$ cat src/rtl/scan_ctrl.sv
// Scan controller: walks element/line/window counters for one scan per start request.
// Optional stall cycle counter enabled by defining SCAN_STALL_CNT_EN.
module scan_ctrl #(
  parameter int DATA_LAST = 63,
  parameter int LINE_LAST = 15,
  parameter int WIND_LAST = 3
) (
  input  logic        clk,
  input  logic        reset,
  input  logic        start,
  input  logic        abort,
  input  logic        dat_ready,
  output logic        dat_valid,
  output logic [5:0]  count_data,
  output logic [3:0]  count_line,
  output logic [1:0]  count_wind,
  output logic [2:0]  state,
  output logic        busy,
  output logic        done
`ifdef SCAN_STALL_CNT_EN
  ,
  output logic [15:0] stall_cnt
`endif
);

  typedef enum logic [2:0] {
    IDLE = 3'd0,
    DATA = 3'd1,
    LINE = 3'd2,
    WIND = 3'd3,
    DONE = 3'd4
  } state_t;

  localparam logic [5:0] DATA_MAX = 6'(DATA_LAST);
  localparam logic [3:0] LINE_MAX = 4'(LINE_LAST);
  localparam logic [1:0] WIND_MAX = 2'(WIND_LAST);

  state_t     state_q, state_d;
  logic [5:0] data_q, data_d;
  logic [3:0] line_q, line_d;
  logic [1:0] wind_q, wind_d;
  logic       start_ok;
  logic       abort_ok;

  assign start_ok = (state_q == IDLE) && start && !abort;
  assign abort_ok = (state_q != IDLE) && abort;

  always_comb begin
    // NOTE: every output of this block gets a default first, so no path leaves a latch.
    state_d = state_q;
    data_d  = data_q;
    line_d  = line_q;
    wind_d  = wind_q;
    case (state_q)
      IDLE: if (start_ok) begin
        state_d = DATA;
        data_d  = '0;
        line_d  = '0;
        wind_d  = '0;
      end
      DATA: if (dat_ready) begin
        if (data_q < DATA_MAX) data_d = data_q + 6'd1;
        else                   state_d = LINE;
      end
      LINE: if (line_q < LINE_MAX) begin
        line_d  = line_q + 4'd1;
        data_d  = '0;
        state_d = DATA;
      end else begin
        state_d = WIND;
      end
      WIND: if (wind_q < WIND_MAX) begin
        wind_d  = wind_q + 2'd1;
        line_d  = '0;
        data_d  = '0;
        state_d = DATA;
      end else begin
        state_d = DONE;
      end
      DONE: state_d = IDLE;
      default: begin
        state_d = IDLE;
        data_d  = '0;
        line_d  = '0;
        wind_d  = '0;
      end
    endcase
    // Abort overrides everything decided above, including a pending done.
    if (abort_ok) begin
      state_d = IDLE;
      data_d  = '0;
      line_d  = '0;
      wind_d  = '0;
    end
  end

  // NOTE: reset is tested inside the clocked block, so it only acts on a rising edge.
  always_ff @(posedge clk) begin
    if (!reset) begin
      state_q <= IDLE;
      data_q  <= '0;
      line_q  <= '0;
      wind_q  <= '0;
    end else begin
      // NOTE: non-blocking assignments keep all registers updating from the same old values.
      state_q <= state_d;
      data_q  <= data_d;
      line_q  <= line_d;
      wind_q  <= wind_d;
    end
  end

  assign state      = state_q;
  assign busy       = (state_q != IDLE);
  assign dat_valid  = (state_q == DATA);
  assign done       = (state_q == DONE) && !abort;
  assign count_data = data_q;
  assign count_line = line_q;
  assign count_wind = wind_q;

`ifdef SCAN_STALL_CNT_EN
  logic [15:0] stall_q;

  always_ff @(posedge clk) begin
    if (!reset) begin
      stall_q <= '0;
    end else if (start_ok || abort_ok) begin
      stall_q <= '0;
    end else if ((state_q == DATA) && !dat_ready && (stall_q != 16'hFFFF)) begin
      stall_q <= stall_q + 16'd1;
    end
  end

  assign stall_cnt = stall_q;
`endif

endmodule

$ cat config.mk
export PLATFORM = sky130hd
export DESIGN_NAME = scan_ctrl
export DESIGN_NICKNAME = d
export VERILOG_FILES = /design/src/rtl/scan_ctrl.sv
export SDC_FILE = /design/constraint.sdc
export NUM_CORES = 1
export LEC_CHECK = 0
export CORE_MARGIN = 1
export CORE_UTILIZATION = 38
export CTS_CLUSTER_SIZE = 8
export DETAILED_ROUTE_END_ITERATION = 7
export PLACE_DENSITY = 0.68
export RECOVER_POWER = 25
export SKIP_CTS_REPAIR_TIMING = 1
export SLEW_MARGIN = 40
export SYNTH_ARGS = -nofsm -noshare
export SYNTH_HDL_FRONTEND = slang
export SYNTH_SLANG_ARGS = --single-unit
$ cat constraint.sdc
create_clock -name clk -period 1.8 [get_ports clk]
set_input_delay 0.45 -clock clk [delete_from_list [all_inputs] [get_ports clk]]
set_output_delay 0.45 -clock clk [all_outputs]
set_load 0.005 [all_outputs]
==> out/metrics.cfg <==
[timing]
holdWs_ns = 0.507
max_slew.worst_pin.slew_ns = 0.343
fin_ws_ns = 0.0674
slew_headroom_pct = 77.1
finalMaxSlewViolations = 0
setup_violations = 0
finalSetupTns_ns = 0
finClkSkew_ns = 0.000783
max_freq_ghz = 0.577
period_minus_slack_ns = 1.73
hold_viol_final = 0
fin_crit_sh_pct = 96.3

[synth]
netlist_instances = 112
async_flop_share_pct = 0
ys_seq_area_share_pct = 31.9
synth_top_area_share_pct = 31.9
synth_area_um2 = 941
netlist_top_cells_area = dfxtp_1 (32%), ha_1 (4.0%), nand3b_1 (4.0%), nor3b_1 (4.0%), nand2_1 (3.6%)
synth-edff-count = 0
yosysMostFrequentCell = dfxtp_1
synth-compound-area-share_pct = 17.7
muxShareOfSynthArea_pct = 2.13
synthXorXnorAreaFrac_pct = 0.931
ys.flop_type = dfxtp_1
synth_warnings = 0
ys_ff_latch = 15
ys_top_cells_by_count = dfxtp_1 (15), nand2_1 (9), nor2_1 (9), a21oi_1 (6), nand3_1 (6)
synth_nets = 120
synthAdderAreaFrac_pct = 3.99
synth-simple-area-share_pct = 39.0
yosysTopAreaCell = dfxtp_1
synth.distinct_cells = 42
synth_top_family_by_area = simple AND/OR/NAND/NOR gates
syn_area_per_cell_um2 = 8.40

[run_status]
status = finished clean

[power]
p_int_mw = 0.507
p_leak_nw = 0.604
power.share.switching_pct = 27.3
power_frac_comb_pct = 23.8
p_sw_mw = 0.190
vdd.ir_drop.worst_mv = 0.451
power-per-cell-area_nw_per_um2 = 490
p_clk_share_pct = 27.6
pwr-share-seq_pct = 48.6

[global_routing]
antenna_found_initial = 0
grt_pass1_wl_mm = 3.98
grt-ovfl-total = 0
grt_pass1_vias = 901
grt_max_degree = 12
grt_usage_pct = 20.1

[detailed_routing]
wl_per_cell_um = 13.0
drc = 0
drt-vias-per-instance = 5.31
ant_nets = 0
wirelength_mm = 2.39
drtIter0Drc = 17
vias = 977
drt_pass1_iterations = 4

[place]
portBuffers = 22
dpl.cell_count = 175
dpl_cell_area_um2 = 1300
place_congestion = 0.802
dpl_worst_slack_ns = -0.340
dp_hpwl_mm = 1.74

[clock_tree]
clock_sinks = 15
clk_root_buffer_cell = clkbuf_4
cts.clk_slew.worst_paths_ns = 0.09
cts_max_path_buffers = 2
clk_latency_ns = 0.28
cts_tree = built
numCtsBuffers = 3
h-tree-depth = 1

[die]
die_y_um = 51.8
dieArea_um2 = 2680
core_um2 = 2280
ios = 23
start_util_pct = 41.3
rows = 17
die_w_um = 51.8

[cells_and_area]
stdcell_area_um2 = 1420
fin_cells = 184
syn_to_final_growth_pct = 51.1
layout-drive-gt1-share_pct = 30.8
nets = 165
diodes = 0

[setup_path]
path_class = flip-flop to flip-flop
worstPathMaxFanout = 6
ff2ff_setup_slack_ns = 0.07
critical_path_arrival_ns = 1.91
endpoint_kind = flip-flop
startpoint_type = flip-flop
cp.required_ns = 1.98

[worst_hold_path]
hold_path.class = flip-flop to flip-flop

[run]
cap_violations = 0

[worst paths after layout]
check                     start  cells after the start            end
setup / recovery       state[0]                      6  count_data[5]
setup reg to reg       state[0]                      6  count_data[5]
hold / removal    count_data[1]                      2  count_data[1]
hold reg to reg   count_data[1]                      2  count_data[1]
[cell families after synthesis]
kind of cell               after synthesis
adders and majority gates                3
muxes                                    2
xor gates and xnor gates                 1
DFF                                     15
and+or+nand+nor                         59
AOI/OAI and AO/OA                       24
buffers and inverters                    8
[sequential cells by signal, indices dropped and copies added, names as in the netlist]
register	count
count_line	4
count_wind	2
state	3
count_data	6
[per-layer routing]
layer	vias to the layer above	track usage [%]	routed length, um
met3	2	3.80	85
met4	0	6.76	12
met5	-	0	0
met1	454	24.9	1160
met2	20	34.4	1130
li1	501	-	-
[power groups by stage]
| stage | registers, mW | logic, mW | clock network (mW) |
|---|---|---|---|
| floorplan | 0.349 | 0.0720 | 0 |
| global placement | 0.352 | 0.143 | 0 |
| detailed placement | 0.352 | 0.146 | 0 |
| CTS | 0.345 | 0.147 | 0.203 |
| global route | 0.340 | 0.179 | 0.219 |
| finish | 0.339 | 0.166 | 0.192 |
[cells in the final DEF (no fill, tap or decap), types with 4 or more instances in the layout]
cell,instances
buf_4,20
clkdlybuf4s50_1,15
dfxtp_1,12
nand2_1,9
nor2_1,8
nand3_1,6
a21oi_1,6
nand3b_1,5
dlymetal6s2s_1,5
nor3b_1,4
[critical path: stages (launching register included)]
cell and delay (ns):
dfxtp_4 0.36, buf_4 0.14, buf_4 0.15, and4b_4 0.21, or2_4 0.28, nand3b_1 0.21
o221a_1 0.28
[per-stage QoR]
stage	total power [mW]	util, %
2_1_floorplan	0.421	-
3_3_place_gp	0.496	57.0
3_5_place_dp	0.498	57.0
4_1_cts	0.695	58.2
5_1_grt	0.738	62.5
6_report	0.697	62.5
[cell type report]
type / instances / area [um2]
clock buffer: 4 / 26.3
fill: 217 / 855
inverter: 4 / 15.0
multi-input combinational: 89 / 636
sequential: 15 / 312
tap: 28 / 35.0
timing repair buffer: 44 / 398
No activity file was read; power rests on OpenSTA's default activity.
